`src/rtl/neuron_array_sequencer.sv`:
```
// ---------------------------------------------------------------------------
// neuron_array_sequencer
//
// Host-side controller for the neuron array. Programs the active-neuron
// count, streams the per-neuron config words onto the shared ins bus, runs
// the anneal for a requested number of cycles, then raises rd and forwards
// the array's readout words to the host as a valid/last stream. A start with
// skip_load reruns the anneal on the config already held by the array.
//
// Ports
//   clk, reset_l            clock, asynchronous active-low reset
//   start                   1-cycle request, only honoured while idle
//   skip_load               with start: rerun without reprogramming
//   num_active              with start: neurons to program (0 is illegal)
//   run_cycles              with start: anneal length in cycles
//   cfg_valid/cfg_data      host config word stream
//   cfg_ready               high while config words are being accepted
//   ins, rd                 array command/data bus and readout request
//   outs, readDone          array readout word and final-word flag
//   res_valid/data/last     result stream to host (no backpressure)
//   busy                    high whenever not idle
//   done                    1-cycle pulse on normal completion
//   err                     sticky error, cleared by the next accepted start
// ---------------------------------------------------------------------------
module neuron_array_sequencer #(
    parameter int unsigned FP_DATA_WIDTH    = 16,
    parameter int unsigned NEURON_ID_WIDTH  = 8,
    parameter int unsigned NUM_NEURON       = 256,
    parameter int unsigned WORDS_PER_NEURON = 4,
    parameter int unsigned RUN_CNT_WIDTH    = 16
) (
    input  logic                       clk,
    input  logic                       reset_l,
    input  logic                       start,
    input  logic                       skip_load,
    input  logic [NEURON_ID_WIDTH-1:0] num_active,
    input  logic [RUN_CNT_WIDTH-1:0]   run_cycles,
    input  logic                       cfg_valid,
    input  logic [FP_DATA_WIDTH-1:0]   cfg_data,
    output logic                       cfg_ready,
    output logic [FP_DATA_WIDTH-1:0]   ins,
    output logic                       rd,
    input  logic [FP_DATA_WIDTH-1:0]   outs,
    input  logic                       readDone,
    output logic                       res_valid,
    output logic [FP_DATA_WIDTH-1:0]   res_data,
    output logic                       res_last,
    output logic                       busy,
    output logic                       done,
    output logic                       err
);

    localparam int unsigned WCNT_W     = NEURON_ID_WIDTH + 3;
    localparam int unsigned READ_LIMIT = NUM_NEURON / 16 + 4;
    localparam int unsigned RCNT_W     = $clog2(READ_LIMIT + 1);

    typedef enum logic [2:0] {
        S_IDLE,
        S_SET_N,
        S_MARK,
        S_LOAD,
        S_RUN,
        S_REQ,
        S_READ
    } state_t;

    state_t                     state, state_n;
    logic [FP_DATA_WIDTH-1:0]   ins_q, ins_n;
    logic                       rd_q, rd_n;
    logic                       rv_q, rv_n;
    logic [FP_DATA_WIDTH-1:0]   rdata_q, rdata_n;
    logic                       rlast_q, rlast_n;
    logic                       done_q, done_n;
    logic                       err_q, err_n;
    logic                       loaded_q, loaded_n;
    logic [NEURON_ID_WIDTH-1:0] num_q, num_n;
    logic [RUN_CNT_WIDTH-1:0]   runlen_q, runlen_n;
    logic [RUN_CNT_WIDTH-1:0]   runcnt_q, runcnt_n;
    logic [WCNT_W-1:0]          wcnt_q, wcnt_n;
    logic [RCNT_W-1:0]          rcnt_q, rcnt_n;
    logic [WCNT_W-1:0]          load_target;

    assign load_target = WCNT_W'(num_q) * WCNT_W'(WORDS_PER_NEURON);

    // cfg_ready and busy decode the state register directly, so they are
    // aligned with the state the registered bus outputs belong to.
    assign cfg_ready = (state == S_LOAD);
    assign busy      = (state != S_IDLE);
    assign ins       = ins_q;
    assign rd        = rd_q;
    assign res_valid = rv_q;
    assign res_data  = rdata_q;
    assign res_last  = rlast_q;
    assign done      = done_q;
    assign err       = err_q;

    always_ff @(posedge clk or negedge reset_l) begin
        if (!reset_l) begin
            state    <= S_IDLE;
            ins_q    <= '0;
            rd_q     <= 1'b0;
            rv_q     <= 1'b0;
            rdata_q  <= '0;
            rlast_q  <= 1'b0;
            done_q   <= 1'b0;
            err_q    <= 1'b0;
            loaded_q <= 1'b0;
            num_q    <= '0;
            runlen_q <= '0;
            runcnt_q <= '0;
            wcnt_q   <= '0;
            rcnt_q   <= '0;
        end else begin
            state    <= state_n;
            ins_q    <= ins_n;
            rd_q     <= rd_n;
            rv_q     <= rv_n;
            rdata_q  <= rdata_n;
            rlast_q  <= rlast_n;
            done_q   <= done_n;
            err_q    <= err_n;
            loaded_q <= loaded_n;
            num_q    <= num_n;
            runlen_q <= runlen_n;
            runcnt_q <= runcnt_n;
            wcnt_q   <= wcnt_n;
            rcnt_q   <= rcnt_n;
        end
    end

    // Next-state logic also computes the output values for the state being
    // entered, so every registered output lines up with its state.
    always_comb begin
        state_n  = state;
        ins_n    = '0;
        rd_n     = 1'b0;
        rv_n     = 1'b0;
        rdata_n  = '0;
        rlast_n  = 1'b0;
        done_n   = 1'b0;
        err_n    = err_q;
        loaded_n = loaded_q;
        num_n    = num_q;
        runlen_n = runlen_q;
        runcnt_n = runcnt_q;
        wcnt_n   = wcnt_q;
        rcnt_n   = rcnt_q;

        case (state)
            S_IDLE: begin
                ins_n = FP_DATA_WIDTH'(num_q);
                if (start) begin
                    err_n = 1'b0;
                    if (num_active == '0) begin
                        err_n = 1'b1;
                    end else if (skip_load) begin
                        if (loaded_q) begin
                            state_n  = S_RUN;
                            runlen_n = run_cycles;
                            runcnt_n = run_cycles;
                            ins_n    = '0;
                        end else begin
                            err_n = 1'b1;
                        end
                    end else begin
                        // Reprogramming overwrites the array, so the old
                        // config is no longer valid for a rerun.
                        state_n  = S_SET_N;
                        num_n    = num_active;
                        runlen_n = run_cycles;
                        loaded_n = 1'b0;
                        ins_n    = FP_DATA_WIDTH'(num_active);
                    end
                end
            end

            S_SET_N: begin
                state_n = S_MARK;
                ins_n   = '1;
            end

            S_MARK: begin
                state_n = S_LOAD;
                wcnt_n  = '0;
            end

            S_LOAD: begin
                if (cfg_valid) begin
                    ins_n = cfg_data;
                    if (wcnt_q == load_target - WCNT_W'(1)) begin
                        loaded_n = 1'b1;
                        state_n  = S_RUN;
                        runcnt_n = runlen_q;
                    end else begin
                        wcnt_n = wcnt_q + WCNT_W'(1);
                    end
                end else if (wcnt_q != '0) begin
                    // The array consumes one word per cycle once loading has
                    // begun; a gap corrupts the programming sequence.
                    err_n    = 1'b1;
                    loaded_n = 1'b0;
                    state_n  = S_IDLE;
                    ins_n    = FP_DATA_WIDTH'(num_q);
                end
            end

            S_RUN: begin
                if (runcnt_q == '0) begin
                    state_n = S_REQ;
                    rd_n    = 1'b1;
                end else begin
                    runcnt_n = runcnt_q - RUN_CNT_WIDTH'(1);
                end
            end

            S_REQ: begin
                state_n = S_READ;
                rd_n    = 1'b1;
                rcnt_n  = '0;
            end

            S_READ: begin
                rv_n    = 1'b1;
                rdata_n = outs;
                if (readDone) begin
                    rlast_n = 1'b1;
                    done_n  = 1'b1;
                    state_n = S_IDLE;
                    ins_n   = FP_DATA_WIDTH'(num_q);
                end else if (rcnt_q == RCNT_W'(READ_LIMIT - 1)) begin
                    err_n   = 1'b1;
                    state_n = S_IDLE;
                    ins_n   = FP_DATA_WIDTH'(num_q);
                end else begin
                    rcnt_n = rcnt_q + RCNT_W'(1);
                    rd_n   = 1'b1;
                end
            end

            default: begin
                state_n = S_IDLE;
            end
        endcase
    end

endmodule
```
`config.mk`:
```
export PLATFORM = sky130hd
export DESIGN_NAME = neuron_array_sequencer
export DESIGN_NICKNAME = d
export VERILOG_FILES = /design/src/rtl/neuron_array_sequencer.sv
export SDC_FILE = /design/constraint.sdc
export NUM_CORES = 1
export LEC_CHECK = 0
export ABC_AREA = 1
export CORE_ASPECT_RATIO = 1.75
export CORE_MARGIN = 2
export CORE_UTILIZATION = 40
export CTS_CLUSTER_SIZE = 16
export DETAILED_ROUTE_END_ITERATION = 10
export GPL_TIMING_DRIVEN = 0
export SYNTH_ARGS = -nofsm -noshare
export SYNTH_HDL_FRONTEND = slang
export SYNTH_SLANG_ARGS = --single-unit
```
`constraint.sdc`:
```
create_clock -name clk -period 2.3 [get_ports clk]
set_input_delay 0.69 -clock clk [delete_from_list [all_inputs] [get_ports clk]]
set_output_delay 0.69 -clock clk [all_outputs]
set_load 0.02 [all_outputs]
```
* After elaboration in Yosys (flattened, before gate mapping)
Cells that the tools add are included.
** Storage, ports and cells
- Flip-flop bits (word level) :: 96
- Output and inout bits :: 39
- Word-level logic and storage cells :: 124
** Operators by class
- Add/sub/neg operators :: 4
- Equal/unequal tests :: 28
- Muxes and demuxes :: 59
- Bitwise operators :: 2
- Reduce and logical (&&, ||, !) cells :: 18
** Operators with widths (number)
- $mux W16 :: 13
- $pmux W16 S4 :: 1
- $pmux W16 S3 :: 1
- $mux W8 :: 4
- $mux W3 :: 10
- $ne A2 B2 Y1 const B :: 13
- $mux W11 :: 2
- $pmux W11 S2 :: 1
- $pmux W3 S7 :: 1
- $mux W1 :: 20
- $logic_not A16 Y1 :: 1
- $sub A16 B1 Y16 const B :: 1
- $reduce_and A6 Y1 :: 2
- $add A11 B1 Y11 const B :: 1
- $eq A11 B11 Y1 :: 1
- $reduce_bool A11 Y1 :: 1
- $sub A10 B1 Y11 const B :: 1
- $mux W5 :: 2
- $pmux W5 S2 :: 1
- $eq A3 B3 Y1 const B :: 3
- $reduce_bool A3 Y1 :: 3
- $logic_not A8 Y1 :: 1
- $reduce_and A4 Y1 :: 2
- $reduce_and A8 Y1 :: 1
- other kinds (14) :: 24

* Longest topological paths before layout
- Word-level depth :: 5
- Depth in mapped cells :: 15
- Depth with buffers taken out :: 14

* Least setup slack after synthesis
OpenSTA, ideal clock, no wires.
- Kind :: register to register
- From :: register num_q[0]
- To :: register wcnt_q[8]
- Library setup time :: 0.118 ns
- Arrival :: 1.717 ns
- Path slack :: 0.466 ns
- Cell stages (with the launch flop) :: 16
- Buffers on the path :: 1
- Cells stage by stage :: dfrtp_1 inv_1 ha_1 nand2_1 inv_1 nor2_1 nand2_1 nor2_1 nand3_1 nor2_1 nand2_2 nand2_4 nand2_4 buf_8 nand2_1 nand2_1
** Between the ends
- Cells in the longest elaborated chain, start to end :: 4
** RTL lines
- from (decl) :: RTL line 76 : logic [NEURON_ID_WIDTH-1:0] num_q, num_n;
- from (signal assigned) :: RTL line 123 : num_q <= num_n;
- $sub A10 B1 Y11 :: RTL line 190 : if (wcnt_q == load_target - WCNT_W'(1)) begin
- $eq A11 B11 Y1 :: RTL line 190
- $ne A2 B2 Y1 (no source line)
- $reduce_and A3 Y1 (no source line)
- to (signal assigned) :: RTL line 126 : wcnt_q <= wcnt_n;
- to (decl) :: RTL line 79 : logic [WCNT_W-1:0] wcnt_q, wcnt_n;
Every way passes these cells.
A chain may end at the register's enable or synchronous reset.

* Final worst setup path
- From :: register state[1]
- To :: output busy
** Between the ends
- Cells in the longest elaborated chain, start to end :: 1
** RTL lines
- from (decl) :: RTL line 67 : state_t state, state_n;
- from (signal assigned) :: RTL line 114 : state <= state_n;
- $reduce_bool A3 Y1 :: RTL line 88 : assign busy = (state != S_IDLE);
- to (decl) :: RTL line 48 : output logic busy,
Every way passes these cells.

==> implementation parameters <==
Parameter                              Value

Run status
  Status ... complete, no violations

Global routing
  GR Layer Usage met3 ... 3.17%
  Number of antenna violations at the first check in global routing ... 0
  Met2 global-route usage ... 43.9%
  GRT busiest layer ... met2
  Number of global-route vias before repair ... 4991
  Pin count of the biggest net entering global routing ... 55
  Global-route wire length before repair ... 24400 um
  Total global routing track utilization ... 22.3%
  Aggregate global routing overflow ... 0
  GR met1 Demand/Resource ... 23.1%

Finish
  Non-Filler Instances ... 959
  Post-layout nets ... 851
  Final-layout fill cell count ... 1249
  Most frequent cells in the layout ... sky130_fd_sc_hd__nand2_1 (183), sky130_fd_sc_hd__clkdlybuf4s50_1 (97), sky130_fd_sc_hd__dfrtp_1 (96), sky130_fd_sc_hd__nor2_1 (81), sky130_fd_sc_hd__inv_1 (74)
  Proportion of layout cells with a drive suffix above 1 ... 10.5%
  Number of antenna diodes ... 0
  Fin util ... 52.8%
  Most common cell after layout, fill and taps aside ... sky130_fd_sc_hd__nand2_1
  Syn-to-layout area delta ... 30.8%

Worst setup path
  Worst Path Required ... 1.61 ns
  Critical path arrival ... 1.53 ns
  Slowest cell on crit path ... sky130_fd_sc_hd__dfrtp_1
  Category of the most critical setup path ... flop to output pin
  Critical path fanouts, max ... 6
  CP cell instances ... nor2_2, nand2_2, dlygate4sd2_1
  CP startpoint kind ... flop
  Kind of end point of the critical path ... output pin
  Slowest Stage Delay on Critical Path ... 0.46 ns

Placed design
  Final GP Congestion ... 0.885
  Post-placement cell count ... 940
  Half-perimeter wire length after detailed placement ... 11400 um
  Port Buf Inserts ... 100
  Minimum setup slack after placement ... -0.561 ns

Timing
  Fin crit share ... 96.3%
  RSZ-0062 raised after global routing ... false
  Final count of pins violating max slew ... 0
  Worst setup slack after layout ... 0.0844 ns
  Worst slew margin ... 46.0%
  Post-layout minimum cycle time ... 2.22 ns
  Max Fclk ... 451 MHz
  # setup viols final ... 0
  Count of final hold-check violations ... 0
  Smallest hold slack ... 0.401 ns
  Maximum clock skew at final layout ... 0.00633 ns
  Actual transition at the worst max-transition pin ... 0.807 ns

Clock network
  CTS tree ... yes
  Clock net sink count ... 96
  CTS Hold Bufs ... 0
  Clock root buffer ... sky130_fd_sc_hd__clkbuf_16
  Clock-pin slew of the registers on the worst-case setup and hold paths ... 0.07 ns
  Clock latency on the worst-skew pair ... 0.34 ns
  Largest buffer count on any clock path ... 2
  CTS Buf Count ... 9
  Level count of the clock H-tree ... 3

Power
  P_sw ... 3390 uW
  Power per unit of standard cell area ... 1170 nW/um^2
  Part of the power in combinational logic ... 47.6%
  Seq pwr share ... 33.9%
  Total Power ... 7940 uW
  Clock Power Share ... 18.4%
  Leakage component of the power ... 0.00328 uW
  Cell-internal power ... 4550 uW
  Max VDD drop ... 0.000528 V
  Proportion of total power due to net switching ... 42.7%

Synthesis
  Mean instance size in the synthesized netlist ... 7.74 um^2
  Synthesis-stage register bit count ... 96
  Most area-hungry cell type in the Yosys netlist ... sky130_fd_sc_hd__dfrtp_1
  Synth warn ... 0
  EDFF count, synth ... 0
  Post-synthesis cell type count ... 39
  Count of mapped cells out of synthesis ... 668
  Proportion of synthesized flip-flops having asynchronous set or reset ... 100%
  Post-synthesis net count ... 736
  Register area share after synthesis ... 46.5%
  Most common flop cell mapped by yosys ... sky130_fd_sc_hd__dfrtp_1
  Cell types occupying the most area after synthesis ... sky130_fd_sc_hd__dfrtp_1 (46%), sky130_fd_sc_hd__nand2_1 (13%), sky130_fd_sc_hd__nand3_1 (6.0%)
  Share of the synthesized area in the top cell type ... 46.5%
  Netlist area before placement ... 5170 um^2

Min path
  Tightest Hold Check Type ... primary input to asynchronous set/reset pin

Route
  Detailed-route via count ... 4793
  DR iter-0 viols ... 288
  DRT antenna net count ... 0
  Total DRC errors in the routed layout ... 0
  Detailed Routing Iterations Pass 1 ... 5
  Via density per instance ... 5.00
  WL per Instance ... 15.5 um
  Total wirelength of the detailed-routed design ... 14900 um

Floorplan
  Die footprint ... 13900 um^2
  Top Ports ... 101
  Row Count ... 55
  Area of the placeable core ... 12800 um^2
  X dimension of the die ... 90.0 um
  Vert. Die Dim ... 154 um
  Starting density of the core ... 40.4%

Run
  Max-cap violations ... 0
-- worst max-delay path: cells and delay by family, from the launching register on --
kind                   cells  cell delay [ns]
buffers and inverters      1             0.36
flip-flops                 1             0.46
AND/OR/NAND/NOR            2             0.36
-- area by class of cell --
class                           count  area (um^2)  area share [%]
Sequential cell                    96         2400            35.5
Multi-Input combinational cell    468         2370            35.0
Timing Repair Buffer              104         1040            15.4
Inverter                           83          319            4.72
Clock buffer                       13          260            3.85
Tap cell                          171          214            3.16
Buffer                             21          135            2.00
Clock inverter                      3         25.0           0.370
-- metrics by stage --
stage | instance area [um^2] | setup TNS [ns]
finish | 6760 | 0
floorplan | 5170 | 0
CTS | 6730 | 0
detailed placement | 6410 | -15.81
global route | 6760 | 0
global placement | 6390 | -319.06
-- power by group through the flow --
stage          combinational (uW)  clock, uW  sequential (uW)
6_report                     3780       1470             2690
2_1_floorplan                2270          0             2850
4_1_cts                      3780       1500             2690
5_1_grt                      4230       1580             2780
3_5_place_dp                 3740          0             2720
3_3_place_gp                 3650          0             2700
-- registers in the layout, summed over array words and instances (netlist names) --
| name | flops |
|---|---|
| wcnt_q | 11 |
| ins | 16 |
| runcnt_q | 16 |
| res_valid | 1 |
| rd | 1 |
| res_data | 16 |
| err | 1 |
| num_q | 8 |
| done | 1 |
| runlen_q | 16 |
| rcnt_q | 5 |
| state | 3 |
| loaded_q | 1 |
-- Yosys cell counts (3+ instances only) --
cell type and count:
sky130_fd_sc_hd__a221oi_1 11, sky130_fd_sc_hd__nand3b_1 3, sky130_fd_sc_hd__mux2_2 6, sky130_fd_sc_hd__nor3_1 5, sky130_fd_sc_hd__nand3_1 62, sky130_fd_sc_hd__o21ai_0 27
sky130_fd_sc_hd__nand2_2 5, sky130_fd_sc_hd__xor2_1 10, sky130_fd_sc_hd__nand4_1 9, sky130_fd_sc_hd__o211ai_1 7, sky130_fd_sc_hd__buf_2 10, sky130_fd_sc_hd__nor2_2 4
sky130_fd_sc_hd__o21ai_2 9, sky130_fd_sc_hd__ha_1 6, sky130_fd_sc_hd__clkbuf_1 5, sky130_fd_sc_hd__a21oi_1 9, sky130_fd_sc_hd__nand2_1 183, sky130_fd_sc_hd__nor2_1 82
sky130_fd_sc_hd__dfrtp_1 96, sky130_fd_sc_hd__xnor2_1 6, sky130_fd_sc_hd__o22ai_1 3, sky130_fd_sc_hd__inv_2 7, sky130_fd_sc_hd__inv_1 75, sky130_fd_sc_hd__o21ai_1 5
sky130_fd_sc_hd__nand3_2 3, sky130_fd_sc_hd__or2_2 4
-- final timing paths --
kind                                   from          end  slack [ns]  cells past startpoint
worst max register to register     num_q[0]    wcnt_q[8]        0.20                     15
worst max-delay path               state[1]         busy        0.08                      3
worst min-delay path                reset_l    wcnt_q[9]        0.40                      1
min in group clk                runlen_q[0]  runlen_q[0]        0.49                      2
worst min register to register  runlen_q[0]  runlen_q[0]        0.49                      2
max in group asynchronous           reset_l         done        1.22                      2
-- cell families (layout without fill, tap and decap cells) --
group                      Yosys count  count (layout)  synth area share (%)
AOI/OAI and AO/OA                   77              77                  9.63
xor gates and xnor gates            16              16                  2.71
adders and majority gates            6               6                  1.45
buffers and inverters              104             224                  8.47
DFF                                 96              96                  46.5
muxes                                6               6                  1.31
and+or+nand+nor                    363             363                  30.0
-- metal layers --
metal | routed length [um] | vias to the layer above
met5 | 0 | -
met4 | 460 | 0
met3 | 414 | 28
met2 | 8570 | 98
met1 | 5410 | 2295
li1 | - | 2372
-- what timing repair did --
item | 4_1_cts | 5_1_grt
setup endpoints to repair | 21 | 46
gates resized for setup | 15 | 5
buffers inserted | 0 | 3
Power figures use the tool's default switching activity.
